[src/rtl/main_fsm_pkg.sv]
`default_nettype none
// ============================================================================
//  Module      : main_fsm_pkg
//  Description : Shared definitions for the multicycle ARM control FSM:
//                state encoding, opcode values, Funct bit positions and the
//                12-bit control-word layout produced by the output decoder.
//  Revision    : 1.0 - initial release
// ============================================================================
package main_fsm_pkg;

  // 4-bit state encoding, FETCH=0 ... UNKNOWN=10
  typedef enum logic [3:0] {
    S_FETCH    = 4'd0,
    S_DECODE   = 4'd1,
    S_MEMADR   = 4'd2,
    S_MEMRD    = 4'd3,
    S_MEMWB    = 4'd4,
    S_MEMWR    = 4'd5,
    S_EXECUTER = 4'd6,
    S_EXECUTEI = 4'd7,
    S_ALUWB    = 4'd8,
    S_BRANCH   = 4'd9,
    S_UNKNOWN  = 4'd10
  } state_e;

  // Instr[27:26] opcode classes; 2'b11 is illegal
  localparam logic [1:0] C_OP_DP  = 2'b00;
  localparam logic [1:0] C_OP_MEM = 2'b01;
  localparam logic [1:0] C_OP_BR  = 2'b10;

  // Bit positions inside Funct (Instr[25:20])
  localparam int C_FUNCT_I = 5;
  localparam int C_FUNCT_L = 0;

  // Control word. 'fetch' stands for IRWrite/NextPC, which are both
  // qualified with MemReady in the top level, so one bit covers both.
  typedef struct packed {
    logic       fetch;
    logic       adr_src;
    logic [1:0] alu_src_a;
    logic [1:0] alu_src_b;
    logic [1:0] result_src;
    logic       alu_op;
    logic       reg_we;
    logic       mem_we;
    logic       branch;
  } ctrl_word_t;

  // States whose exit into FETCH completes (retires) an instruction
  function automatic logic is_retire_state(input state_e s);
    return (s == S_MEMWB) || (s == S_MEMWR) || (s == S_ALUWB) ||
           (s == S_BRANCH) || (s == S_UNKNOWN);
  endfunction

endpackage
`default_nettype wire

[src/rtl/main_fsm_ctrl_outdec.sv]
`default_nettype none
// ============================================================================
//  Module      : main_fsm_ctrl_outdec
//  Description : Purely combinational state -> control-word decoder.
//  Ports       : i_state [3:0]  current FSM state (state_e encoding)
//                o_ctrl  [11:0] control word (ctrl_word_t layout)
//  Revision    : 1.0 - initial release
// ============================================================================
module main_fsm_ctrl_outdec
  import main_fsm_pkg::*;
(
  input  logic [3:0]  i_state,
  output logic [11:0] o_ctrl
);

  ctrl_word_t w_cw;

  always_comb begin
    w_cw = '0;
    case (state_e'(i_state))
      S_FETCH: begin
        w_cw.fetch      = 1'b1;
        w_cw.alu_src_a  = 2'b01;
        w_cw.alu_src_b  = 2'b10;
        w_cw.result_src = 2'b10;
      end
      S_DECODE: begin
        w_cw.alu_src_a  = 2'b01;
        w_cw.alu_src_b  = 2'b10;
        w_cw.result_src = 2'b10;
      end
      S_MEMADR: begin
        w_cw.alu_src_a  = 2'b00;
        w_cw.alu_src_b  = 2'b01;
      end
      S_MEMRD: begin
        w_cw.adr_src    = 1'b1;
      end
      S_MEMWR: begin
        w_cw.adr_src    = 1'b1;
        w_cw.mem_we     = 1'b1;
      end
      S_MEMWB: begin
        w_cw.result_src = 2'b01;
        w_cw.reg_we     = 1'b1;
      end
      S_EXECUTER: begin
        w_cw.alu_src_b  = 2'b00;
        w_cw.alu_op     = 1'b1;
      end
      S_EXECUTEI: begin
        w_cw.alu_src_b  = 2'b01;
        w_cw.alu_op     = 1'b1;
      end
      S_ALUWB: begin
        w_cw.result_src = 2'b00;
        w_cw.reg_we     = 1'b1;
      end
      S_BRANCH: begin
        w_cw.alu_src_a  = 2'b10;
        w_cw.alu_src_b  = 2'b01;
        w_cw.result_src = 2'b10;
        w_cw.branch     = 1'b1;
      end
      default: ; // UNKNOWN and unused encodings drive nothing
    endcase
  end

  assign o_ctrl = w_cw;

endmodule
`default_nettype wire

[src/rtl/main_fsm.sv]
`default_nettype none
// ============================================================================
//  Module      : main_fsm
//  Description : Multicycle ARM control FSM (fetch/decode/execute/writeback).
//                Emits unconditional write requests and datapath mux selects
//                for the downstream condlogic block; stalls on MemReady.
//  Ports       : clk, reset (sync, active-high), Op[1:0], Funct[5:0],
//                MemReady -> IRWrite, AdrSrc, ALUSrcA[1:0], ALUSrcB[1:0],
//                ResultSrc[1:0], ALUOp, NextPC, RegWE, MemWE, Branch, Illegal,
//                CycCnt/InstCnt[CNT_W-1:0] (only with MAIN_FSM_PERF_EN).
//  Config      : `define MAIN_FSM_PERF_EN adds cycle / retired-instruction
//                counters; without it those ports and their logic are absent.
//  Revision    : 1.0 - initial release
// ============================================================================
module main_fsm
  import main_fsm_pkg::*;
#(
  parameter int CNT_W = 32
) (
  input  logic             clk,
  input  logic             reset,
  input  logic [1:0]       Op,
  input  logic [5:0]       Funct,
  input  logic             MemReady,
  output logic             IRWrite,
  output logic             AdrSrc,
  output logic [1:0]       ALUSrcA,
  output logic [1:0]       ALUSrcB,
  output logic [1:0]       ResultSrc,
  output logic             ALUOp,
  output logic             NextPC,
  output logic             RegWE,
  output logic             MemWE,
  output logic             Branch,
  output logic             Illegal
`ifdef MAIN_FSM_PERF_EN
  ,
  output logic [CNT_W-1:0] CycCnt,
  output logic [CNT_W-1:0] InstCnt
`endif
);

  if (CNT_W < 1) begin : g_cnt_w_check
    $error("main_fsm: CNT_W must be at least 1");
  end

  state_e     state_q, state_d;
  logic       illegal_q, illegal_d;
  logic [11:0] w_ctrl_raw;
  ctrl_word_t w_cw;
  logic       w_unused_funct;

  // Only the I and L/S bits steer sequencing; the rest belong to the ALU decoder.
  assign w_unused_funct = ^Funct[4:1];

  // ---------------------------------------------------------------- next state
  always_comb begin
    state_d   = state_q;
    illegal_d = illegal_q;
    case (state_q)
      S_FETCH:  if (MemReady) state_d = S_DECODE;
      S_DECODE: begin
        case (Op)
          C_OP_MEM: state_d = S_MEMADR;
          C_OP_DP:  state_d = Funct[C_FUNCT_I] ? S_EXECUTEI : S_EXECUTER;
          C_OP_BR:  state_d = S_BRANCH;
          default: begin
            state_d   = S_UNKNOWN;
            illegal_d = 1'b1;   // sticky until reset, visible in UNKNOWN
          end
        endcase
      end
      S_MEMADR:   state_d = Funct[C_FUNCT_L] ? S_MEMRD : S_MEMWR;
      S_MEMRD:    if (MemReady) state_d = S_MEMWB;
      S_MEMWR:    if (MemReady) state_d = S_FETCH;
      S_EXECUTER,
      S_EXECUTEI: state_d = S_ALUWB;
      default:    state_d = S_FETCH; // MEMWB, ALUWB, BRANCH, UNKNOWN, unused
    endcase
  end

  always_ff @(posedge clk) begin
    if (reset) begin
      state_q   <= S_FETCH;
      illegal_q <= 1'b0;
    end else begin
      state_q   <= state_d;
      illegal_q <= illegal_d;
    end
  end

  // ------------------------------------------------------------------ outputs
  main_fsm_ctrl_outdec u_outdec (
    .i_state (state_q),
    .o_ctrl  (w_ctrl_raw)
  );

  // Reset forces every output low regardless of the register contents, so a
  // reset landing mid-instruction cannot leak a write request.
  assign w_cw      = reset ? '0 : ctrl_word_t'(w_ctrl_raw);

  assign IRWrite   = w_cw.fetch & MemReady;
  assign NextPC    = w_cw.fetch & MemReady;
  assign AdrSrc    = w_cw.adr_src;
  assign ALUSrcA   = w_cw.alu_src_a;
  assign ALUSrcB   = w_cw.alu_src_b;
  assign ResultSrc = w_cw.result_src;
  assign ALUOp     = w_cw.alu_op;
  assign RegWE     = w_cw.reg_we;
  assign MemWE     = w_cw.mem_we;
  assign Branch    = w_cw.branch;
  assign Illegal   = illegal_q & ~reset;

`ifdef MAIN_FSM_PERF_EN
  // ------------------------------------------------------ performance counters
  logic [CNT_W-1:0] cyc_q, cyc_d;
  logic [CNT_W-1:0] inst_q, inst_d;
  logic             w_retire;

  always_comb begin
    w_retire = (state_d == S_FETCH) && is_retire_state(state_q);
    cyc_d    = cyc_q + CNT_W'(1);
    inst_d   = w_retire ? inst_q + CNT_W'(1) : inst_q;
  end

  always_ff @(posedge clk) begin
    if (reset) begin
      cyc_q  <= '0;
      inst_q <= '0;
    end else begin
      cyc_q  <= cyc_d;
      inst_q <= inst_d;
    end
  end

  assign CycCnt  = reset ? '0 : cyc_q;
  assign InstCnt = reset ? '0 : inst_q;
`endif

endmodule
`default_nettype wire

[config.mk]
export PLATFORM = sky130hd
export DESIGN_NAME = main_fsm
export DESIGN_NICKNAME = d
export VERILOG_FILES = /design/src/rtl/main_fsm_pkg.sv /design/src/rtl/main_fsm_ctrl_outdec.sv /design/src/rtl/main_fsm.sv
export SDC_FILE = /design/constraint.sdc
export NUM_CORES = 1
export LEC_CHECK = 0
export BUFFER_PORTS_ARGS = -buffer_cell sky130_fd_sc_hd__buf_2
export CAP_MARGIN = 20
export CORE_AREA = 2 2 39 41
export CTS_CLUSTER_DIAMETER = 40
export DETAILED_ROUTE_END_ITERATION = 12
export DIE_AREA = 0 0 41 43
export HOLD_SLACK_MARGIN = 0.12
export SETUP_SLACK_MARGIN = 0.05
export SLEW_MARGIN = 30
export SYNTH_ARGS = -nofsm -noshare
export SYNTH_HDL_FRONTEND = slang
export SYNTH_SLANG_ARGS = --single-unit
[constraint.sdc]
create_clock -name clk -period 1.5 [get_ports clk]
set_input_delay 0.15 -clock clk [delete_from_list [all_inputs] [get_ports clk]]
set_output_delay 0.15 -clock clk [all_outputs]
set_load 0.01 [all_outputs]
==> out/qor.txt, run 1 <==
core box area: 1380 sq um
Yosys top cell area share: 21.8%
Hold Path Class: in -> reg
register area: 109 sq um
RR Startpoint: state_q[3]
CP Data Required Time: 1.35 ns
Via Count: 510
area of the multi-input gates: 319 sq um
setup violators final: 0
pin count of the biggest net entering global routing: 15
die footprint: 1760 sq um
port bufs: 20
Synth cell types: 28
Filler cells: 140
fraction of synthesized area in multiplexers: 0%
first-pass GRT wire length: 1.69 mm
cell with the most instances after synthesis: nor2_1
Ports: 25
CP Capture Type: primary output
post-synthesis adder-cell area fraction: 0%
Iteration-0 DRC Markers: 1
Die X: 41 um
grt ovf: 0
antenna viol nets, final: 0
clk buf depth: 2
Clock Latency Late Sink: 0.25 ns
# DRC: 0
final std cells w/o fill: 102
PwrDens: 1360 nW/um^2
CP max FO: 6
final clock skew: 0.00883 ns
vias in the first global route: 422
Slowest-stage cell, CP: dfxtp_2
outcome: completed
Inst Count DP: 97
Leakage Power: 0.277 nW
final setup margin: 0.124 ns
Via density: 5.00
fmax: 0.727 GHz
RD Place Congestion: 0.735
clk sinks: 5
EDFF count, synth: 0
crit share post-route: 91.7%
cell taking the most area after synthesis: dfxtp_1
drt pass-1 iters: 4
average cell area after synthesis: 7.06 sq um
gr usage total: 14.0%
nature of the critical path startpoint: flip-flop
Clk pin slew, worst setup/hold paths: 0.05 ns
hold wc startpoint: Op[0]
RSZ-0062 raised after global routing: no
Post-Syn Nets: 76
Die H: 43 um
Slew Limit Fails: 0
initial core utilization: 33.2%
Max Cap Violations: 0
Post-CTS Hold Buffers: 0
design area: 621 sq um
largest family of logic cells by synthesized area: simple AND/OR/NAND/NOR gates
xor and xnor fraction of the mapped netlist area: 5.72%
CTS buffer count: 3
Synth Area in Compound Gates: 16.6%
initial antenna violation count: 0
Layout Nets: 98
HPWL Detailed: 825 um
cell area after synthesis: 459 sq um
maximum vdd drop: 0.000505 V
Post-Route WL: 1.09 mm
worst-margin pin slew: 0.289 ns
post-placement cell area: 554 sq um
Synth Flop Type: dfxtp_1
slew margin rel.: 80.6%
WL/cell: 10.7 um
H-tree Lvls: 1
Post-Synth Simple-Gate Area: 42.2%
Hold Fails Final Rpt: 0
CP peak stage delay: 0.39 ns
top cells by area, synth: dfxtp_1, nor3_1, buf_4
Power Total: 842 uW
Critical Path Source: state_q[2]
crit path kind: reg -> out
layout cell share with drive strength beyond 1: 43.0%
synth cell count leaders: nor2_1, nor3_1, dfxtp_1
CP arrival: 1.23 ns
Post-synth ARST share: 0%
num rows: 14
CTS tree: yes
post-route setup TNS: 0 ns
crit path cell chain: or2b_1 -> nor4_1 -> buf_2
reg2reg setup slack: 0.27 ns
DP Worst Slack: 0.174 ns
Clock Root Buffer: clkbuf_4
diode count: 0
Syn Inst Count: 65
sequential-to-total area share from yosys stat: 21.8%
fin crit period: 1.38 ns
FF+latch count, synth: 5
R2R cell count: 4
yosys warns: 0
Hold Path Depth: 3
area delta synth->final: 35.1%
worst max-delay path: cells and delay by family, from the launching register on:
family | cells | cell delay [ns]
simple gates | 2 | 0.42
buf+inv | 1 | 0.17
flops | 1 | 0.39
metal layers:
layer  routed length (um)  global-route usage (%)
met1                  534                    17.7
met2                  457                    20.6
met3                   87                    1.57
met4                    9                    10.0
met5                    0                       0
power breakdown:
part	internal (mW)	switching, mW	leakage [nW]
sequential	0.174	0.0578	0.0429
clock	0.0967	0.0604	0.0177
combinational	0.220	0.233	0.216
cell type report:
| class | count | area share (%) |
|---|---|---|
| flip-flops and latches | 5 | 17.5 |
| clock buffers | 3 | 3.63 |
| inverters | 2 | 1.21 |
| clock inverters | 1 | 0.806 |
| repair buffers | 25 | 22.2 |
| multi-input cells | 50 | 51.4 |
| well taps | 16 | 3.23 |
registers in the layout, indices dropped and copies added (netlist names):
register and flops:
illegal_q 1, state_q 4
path summary, 6_finish.rpt:
| kind | to |
|---|---|
| max reg2reg | state_q[1] |
| min reg2reg | illegal_q |
| max | ResultSrc[0] |
| min | illegal_q |
layout by cell type, fill, tap and decap left out, types with 3 or more instances in the layout:
cell type	netlist	final
buf_2	2	20
buf_4	4	5
nor2_1	8	6
xnor2_1	3	3
nor3_1	6	5
clkbuf_4	0	3
nand2b_1	3	3
a21oi_1	3	3
o21ai_0	4	4
nor2b_1	4	4
cells by family (layout without fill, tap and decap cells):
logic type	count (synthesis)	in the layout
flops	5	5
simple gates	34	34
buf+inv	10	31
xor+xnor	3	3
compound gates	13	13
metrics by stage:
stage / utilization, % / hold WS [ns]
floorplan: - / 0.299
global placement: 40.1 / 0.438
detailed placement: 40.1 / 0.443
CTS: 42.9 / 0.181
global route: 44.8 / 0.253
finish: 44.8 / 0.195
timing repair:
item / in CTS / in global routing
pin swaps: 0 / 1
resized for setup: 5 / 6
setup buffers: 0 / 1
setup endpoints to repair: 10 / 7
(Power assumes the default switching activity.)
==> run 2: changes to the inputs <==
--- a/config.mk
+++ b/config.mk
@@ -7,13 +7,15 @@
 export LEC_CHECK = 0
 export BUFFER_PORTS_ARGS = -buffer_cell sky130_fd_sc_hd__buf_2
 export CAP_MARGIN = 20
-export CORE_AREA = 2 2 39 41
+export CORE_MARGIN = 2
+export CORE_UTILIZATION = 38
 export CTS_CLUSTER_DIAMETER = 40
 export DETAILED_ROUTE_END_ITERATION = 12
-export DIE_AREA = 0 0 41 43
 export HOLD_SLACK_MARGIN = 0.12
+export PLACE_DENSITY = 0.66
 export SETUP_SLACK_MARGIN = 0.05
 export SLEW_MARGIN = 30
 export SYNTH_ARGS = -nofsm -noshare
 export SYNTH_HDL_FRONTEND = slang
+export SYNTH_HIERARCHICAL = 1
 export SYNTH_SLANG_ARGS = --single-unit
==> run 2 against run 1 <==
Effect of this change: the run now ends with setup timing left; final cell count is 20% higher; fmax is 11% lower; clock power up 7%; critical path depth grew 1; setup slack worse by 0.17 ns; clock skew decreased by 0.0015 ns; sequential cell count unchanged; critical path type unchanged; synthesized cell count grew 23%; sequential power decreased by 32%; global-route usage up 1.5 points; utilization rose by 11 points; wire length is 28% higher.
==> out/qor.txt, run 2 <==
outcome: finished, violations left (was completed)
failing checks: setup timing
Die H: 43.6 um (was 43 um)
initial antenna violation count: 0 (unchanged)
H-tree Lvls: 1 (unchanged)
Synth cell types: 33 (was 28)
Via density: 5.17 (was 5.00)
Regs by FF count: state_q: 4 flops, illegal_q: 1 flops (unchanged)
diode count: 0 (unchanged)
Clk pin slew, worst setup/hold paths: 0.05 ns (about the same)
sequential-to-total area share from yosys stat: 16.8% (was 21.8%)
Die X: 43.6 um (was 41 um)
port bufs: 20 (unchanged)
Post-CTS Hold Buffers: 0 (unchanged)
WL/cell: 11.4 um (was 10.7 um)
final std cells w/o fill: 122 (was 102)
Yosys top cell area share: 16.8% (was 21.8%)
Layout Nets: 118 (was 98)
CP peak stage delay: 0.49 ns (was 0.39 ns)
Max Cap Violations: 0 (unchanged)
fmax: 0.647 GHz (was 0.727 GHz)
Iteration-0 DRC Markers: 8 (was 1)
first-pass GRT wire length: 2.24 mm (was 1.69 mm)
Via Count: 631 (was 510)
largest reg by FF count: state_q (unchanged)
crit share post-route: 103% (was 91.7%)
PwrDens: 814 nW/um^2 (was 1360 nW/um^2)
Core Util, Final: 55.6% (was 44.8%)
worst hold margin: 0.238 ns (was 0.195 ns)
maximum vdd drop: 0.000540 V (was 0.000505 V)
DP Worst Slack: 0.130 ns (was 0.174 ns)
Post-Route WL: 1.40 mm (was 1.09 mm)
yosys warns: 6 (was 0)
layout cell share with drive strength beyond 1: 45.3% (was 43.0%)
pin count of the biggest net entering global routing: 19 (was 15)
CP arrival: 1.40 ns (was 1.23 ns)
final clock skew: 0.00735 ns (was 0.00883 ns)
setup violators final: 3 (was 0)
post-placement cell area: 712 sq um (was 554 sq um)
Ports: 25 (unchanged)
RSZ-0062 raised after global routing: yes (was no)
num rows: 14 (unchanged)
crit path kind: reg -> out (unchanged)
drt pass-1 iters: 4 (unchanged)
clk sinks: 5 (unchanged)
cell taking the most area after synthesis: dfxtp_1 (unchanged)
# DRC: 0 (unchanged)
cell area after synthesis: 597 sq um (was 459 sq um)
crit-path leading delay family: simple AND/OR/NAND/NOR gates (unchanged)
Syn Inst Count: 80 (was 65)
Synth Flop Type: dfxtp_1 (unchanged)
Hold Path Class: in -> reg (unchanged)
gr usage total: 15.5% (was 14.0%)
flip-flop count of the largest register after layout: 4 (unchanged)
synth cell count leaders: nor2b_1, nor2_1, inv_1 (was nor2_1, nor3_1, dfxtp_1)
average cell area after synthesis: 7.46 sq um (was 7.06 sq um)
Hold Fails Final Rpt: 0 (unchanged)
Post-synth ARST share: 0% (unchanged)
worst-margin pin slew: 0.373 ns (was 0.289 ns)
Clock Latency Late Sink: 0.25 ns (about the same)
commonest non-fill, non-tap cell in the layout: buf_2 (unchanged)
post-route setup TNS: -0.0811 ns (was 0 ns)
FF+latch count, synth: 5 (unchanged)
Slew Limit Fails: 0 (unchanged)
Slowest-stage cell, CP: or4b_1 (was dfxtp_2)
crit path cell chain: or4b_1 -> nand3_1 -> nor2b_4 -> buf_6 (was or2b_1 -> nor4_1 -> buf_2)
final setup margin: -0.0462 ns (was 0.124 ns)
Leakage Power: 0.378 nW (was 0.277 nW)
CP max FO: 2 (was 6)
initial core utilization: 40.1% (was 33.2%)
Clock Root Buffer: clkbuf_4 (unchanged)
cell with the most instances after synthesis: nor2b_1 (was nor2_1)
HPWL Detailed: 967 um (was 825 um)
CTS tree: yes (unchanged)
Post-Syn Nets: 91 (was 76)
top cells by area, synth: dfxtp_1, nor2b_1, nor2_1 (was dfxtp_1, nor3_1, buf_4)
slew margin rel.: 75.1% (was 80.6%)
vias in the first global route: 528 (was 422)
most frequent cells in the layout: buf_2, nor2b_1, nor2_1 (was buf_2, nor2_1, nor3_1, buf_4)
EDFF count, synth: 0 (unchanged)
CP bufs+invs: 1 (unchanged)
Power Total: 675 uW (was 842 uW)
clk buf depth: 2 (unchanged)
area delta synth->final: 38.8% (was 35.1%)
RD Place Congestion: 0.826 (was 0.735)
Inst Count DP: 115 (was 97)
core box area: 1490 sq um (was 1380 sq um)
fin crit period: 1.55 ns (was 1.38 ns)
CP Capture Type: primary output (unchanged)
die footprint: 1900 sq um (was 1760 sq um)
grt ovf: 0 (unchanged)
design area: 828 sq um (was 621 sq um)
CP Data Required Time: 1.35 ns (about the same)
CTS buffer count: 3 (unchanged)
antenna viol nets, final: 0 (unchanged)
nature of the critical path startpoint: flip-flop (unchanged)
-- run 2: path summary, 6_finish.rpt --
kind	startpoint	end	slack, ns	cells past startpoint
max	state_q[2]	ALUSrcB[0]	-0.05	4
max reg2reg	state_q[2]	state_q[2]	0.06	7
min	Op[0]	illegal_q	0.24	3
min reg2reg	illegal_q	illegal_q	0.50	2
-- run 2: tightest hold or removal path, cell delays in order --
cell and delay, ns:
buf_2 0.12, a41oi_1 0.10, nor2_1 0.08
-- run 2: repair_timing --
action                                  CTS  global route
cloned                                    0             0
pin swaps                                 3             2
setup buffers                             3             0
endpoints found under the setup margin    7            12
resized for setup                         5            10
-- run 2: cell families (layout without fill, tap and decap cells) --
logic type / count (synthesis) / in the layout / synth area share [%]
AND/OR/NAND/NOR: 44 / 44 / 44.7
buffers and inverters: 14 / 40 / 13.8
flip-flops: 5 / 5 / 16.8
XOR/XNOR: 2 / 2 / 2.94
AO/OA/AOI/OAI: 15 / 15 / 21.8
-- run 2: layout make-up --
| cell class | count | area, sq um |
|---|---|---|
| clock buffers | 4 | 26.3 |
| fillers | 150 | 661 |
| multi-input cells | 61 | 459 |
| flip-flops and latches | 5 | 108 |
| well taps | 16 | 20.0 |
| inverters | 6 | 22.5 |
| repair buffers | 30 | 193 |
-- run 2: where the power goes --
group          internal, mW  total, mW  switching [mW]
combinational         0.169      0.351           0.181
clock                 0.101      0.168          0.0663
sequential            0.147      0.156         0.00945
total                 0.418      0.675           0.257
-- run 2: metal layers --
metal	part of all wire (%)	track usage, %	wire length (um)	vias to the layer above
met5	0	0	0	-
met4	1.7	7.27	24	0
met3	5.4	2.50	76	2
met2	49	27.1	677	22
met1	44	18.3	615	277
li1	-	-	-	330
==> run 3: changes to the inputs <==
--- a/config.mk
+++ b/config.mk
@@ -11,6 +11,7 @@
 export CORE_UTILIZATION = 38
 export CTS_CLUSTER_DIAMETER = 40
 export DETAILED_ROUTE_END_ITERATION = 12
+export GPL_TIMING_DRIVEN = 0
 export HOLD_SLACK_MARGIN = 0.12
 export PLACE_DENSITY = 0.66
 export SETUP_SLACK_MARGIN = 0.05
==> run 3 against run 2 <==
Effect of this change: the run still ends with setup timing left; total power rose by 3.6%; first-iteration DRC count is the same; global-route usage is 1.0 points higher; via count rose by 2.1%; hold slack improved by 0.0053 ns; combinational power up 6.6%; highest routed layer is now met3.
==> out/qor.txt, run 3 (same netlist as run 2, synthesis figures left out) <==
outcome: finished, violations left (unchanged)
failing checks: setup timing (unchanged)
CP endpoint: ALUSrcB[0] (unchanged)
Leakage Power: 0.407 nW (was 0.378 nW)
CP peak stage delay: 0.51 ns (was 0.49 ns)
Comb power frac: 53.5% (was 52.0%)
Clk pin slew, worst setup/hold paths: 0.04 ns (was 0.05 ns)
crit-path leading delay family: simple AND/OR/NAND/NOR gates (unchanged)
Switching Share: 36.0% (was 38.1%)
port bufs: 20 (unchanged)
WL/cell: 11.8 um (was 11.4 um)
clk buf depth: 2 (unchanged)
area delta synth->final: 44.2% (was 38.8%)
final setup margin: -0.0654 ns (was -0.0462 ns)
fmax: 0.639 GHz (was 0.647 GHz)
CP arrival: 1.42 ns (was 1.40 ns)
Reg power frac: 24.6% (was 23.2%)
post-placement cell area: 719 sq um (was 712 sq um)
nature of the critical path startpoint: flip-flop (unchanged)
Clock Power Share: 21.9% (was 24.8%)
CP Data Required Time: 1.35 ns (about the same)
antenna viol nets, final: 0 (unchanged)
RR Endpoint: state_q[2] (unchanged)
Power Total: 699 uW (was 675 uW)
layout cell share with drive strength beyond 1: 48.6% (was 45.3%)
most frequent cells in the layout: buf_2, nor2b_1, nor2_1 (unchanged)
RSZ-0062 raised after global routing: yes (unchanged)
Post-Route WL: 1.47 mm (was 1.40 mm)
Clock Latency Late Sink: 0.24 ns (was 0.25 ns)
crit path cell chain: or4b_4 -> nand3_2 -> nor2b_2 -> buf_2 (was or4b_1 -> nand3_1 -> nor2b_4 -> buf_6)
commonest non-fill, non-tap cell in the layout: buf_2 (unchanged)
WP depth: 4 (unchanged)
crit share post-route: 104% (was 103%)
num rows: 14 (unchanged)
CP max FO: 6 (was 2)
Hold Fails Final Rpt: 0 (unchanged)
setup violators final: 2 (was 3)
Die X: 43.6 um (unchanged)
PwrDens: 812 nW/um^2 (was 814 nW/um^2)
maximum vdd drop: 0.000561 V (was 0.000540 V)
sw power: 251 uW (was 257 uW)
Layout Nets: 121 (was 118)
flip-flop count of the largest register after layout: 4 (unchanged)
CP Capture Type: primary output (unchanged)
initial core utilization: 40.1% (unchanged)
CTS tree: yes (unchanged)
Via Count: 644 (was 631)
crit path kind: reg -> out (unchanged)
pin count of the biggest net entering global routing: 12 (was 19)
Max Cap Violations: 0 (unchanged)
core box area: 1490 sq um (unchanged)
largest reg by FF count: state_q (unchanged)
CP bufs+invs: 1 (unchanged)
Hold Path Class: in -> reg (unchanged)
CTS buffer count: 3 (unchanged)
grt ovf: 0 (unchanged)
Die H: 43.6 um (unchanged)
fin crit period: 1.57 ns (was 1.55 ns)
clk sinks: 5 (unchanged)
Inst Count DP: 116 (was 115)
Iteration-0 DRC Markers: 8 (unchanged)
reg2reg setup slack: 0.16 ns (was 0.06 ns)
design area: 861 sq um (was 828 sq um)
diode count: 0 (unchanged)
Slowest-stage cell, CP: or4b_4 (was or4b_1)
Ports: 25 (unchanged)
Critical Path Source: state_q[3] (was state_q[2])
first-pass GRT wire length: 2.30 mm (was 2.24 mm)
Int Power: 448 uW (was 418 uW)
gr usage total: 16.5% (was 15.5%)
Slew Limit Fails: 0 (unchanged)
final clock skew: 0.00359 ns (was 0.00735 ns)
RD Place Congestion: 0.769 (was 0.826)
R2R cell count: 6 (was 7)
# DRC: 0 (unchanged)
drt pass-1 iters: 4 (unchanged)
RR Startpoint: state_q[0] (was state_q[2])
die footprint: 1900 sq um (unchanged)
Regs by FF count: state_q: 4 flops, illegal_q: 1 flops (unchanged)
slew margin rel.: 84.0% (was 75.1%)
vias in the first global route: 540 (was 528)
final std cells w/o fill: 125 (was 122)
H-tree Lvls: 1 (unchanged)
Clock Root Buffer: clkbuf_4 (unchanged)
Via density: 5.15 (was 5.17)
HPWL Detailed: 988 um (was 967 um)
worst-margin pin slew: 0.240 ns (was 0.373 ns)
initial antenna violation count: 0 (unchanged)
## run 3: how the worst min path moves through the flow
stage / start / cells after the start / slack [ns] / end
floorplan: Op[0] / 2 / 0.32 / illegal_q
global placement: illegal_q / 2 / 0.47 / illegal_q
detailed placement: illegal_q / 2 / 0.48 / illegal_q
CTS: Op[0] / 3 / 0.25 / illegal_q
global route: Op[0] / 3 / 0.28 / illegal_q
finish: Op[0] / 3 / 0.24 / illegal_q
## run 3: worst min-delay path: cells and delay by family
kind,cells,cell delay (ns)
AO/OA/AOI/OAI,1,0.10
buffers and inverters,1,0.13
AND/OR/NAND/NOR,1,0.07
## run 3: metal layers
metal | track usage (%) | vias up | wire length, um
li1 | - | 335 | -
met1 | 17.3 | 284 | 585
met2 | 31.8 | 25 | 770
met3 | 5.00 | 0 | 114
met4 | 3.64 | 0 | 0
met5 | 0 | - | 0
## run 3: layout make-up
| class | instances | area [sq um] |
|---|---|---|
| Inverter | 6 | 22.5 |
| Multi-Input combinational cell | 61 | 448 |
| Timing Repair Buffer | 27 | 179 |
| Clock buffer | 4 | 26.3 |
| Buffer | 6 | 50.0 |
| Tap cell | 16 | 20.0 |
| Sequential cell | 5 | 115 |
| Fill cell | 148 | 628 |
## run 3: stage by stage
step / hold slack [ns] / setup TNS [ns] / worst slack (ns) / utilization (%)
after detailed placement: 0.479 / -0.0731 / -0.0731 / 48.3
after global routing: 0.284 / -0.325 / -0.116 / 57.8
after global placement: 0.475 / -0.0502 / -0.0502 / 48.3
after CTS: 0.245 / -0.108 / -0.0850 / 55.0
final: 0.244 / -0.0795 / -0.0654 / 57.8
after floorplan: 0.320 / 0 / 0.0825 / -
## run 3: what timing repair did
action,in CTS,in global routing
gates resized for setup,14,5
buffers inserted,4,3
setup endpoints to repair,13,6
pin swaps,5,2
hold buffers,0,0
hold endpoints to repair,0,0
## run 3: power groups by stage
| stage | combinational (mW) | sequential [mW] | clock, mW |
|---|---|---|---|
| 2_1_floorplan | 0.215 | 0.175 | 0 |
| 5_1_grt | 0.410 | 0.175 | 0.168 |
| 4_1_cts | 0.342 | 0.172 | 0.159 |
| 3_5_place_dp | 0.279 | 0.186 | 0 |
| 6_report | 0.374 | 0.172 | 0.153 |
| 3_3_place_gp | 0.274 | 0.185 | 0 |
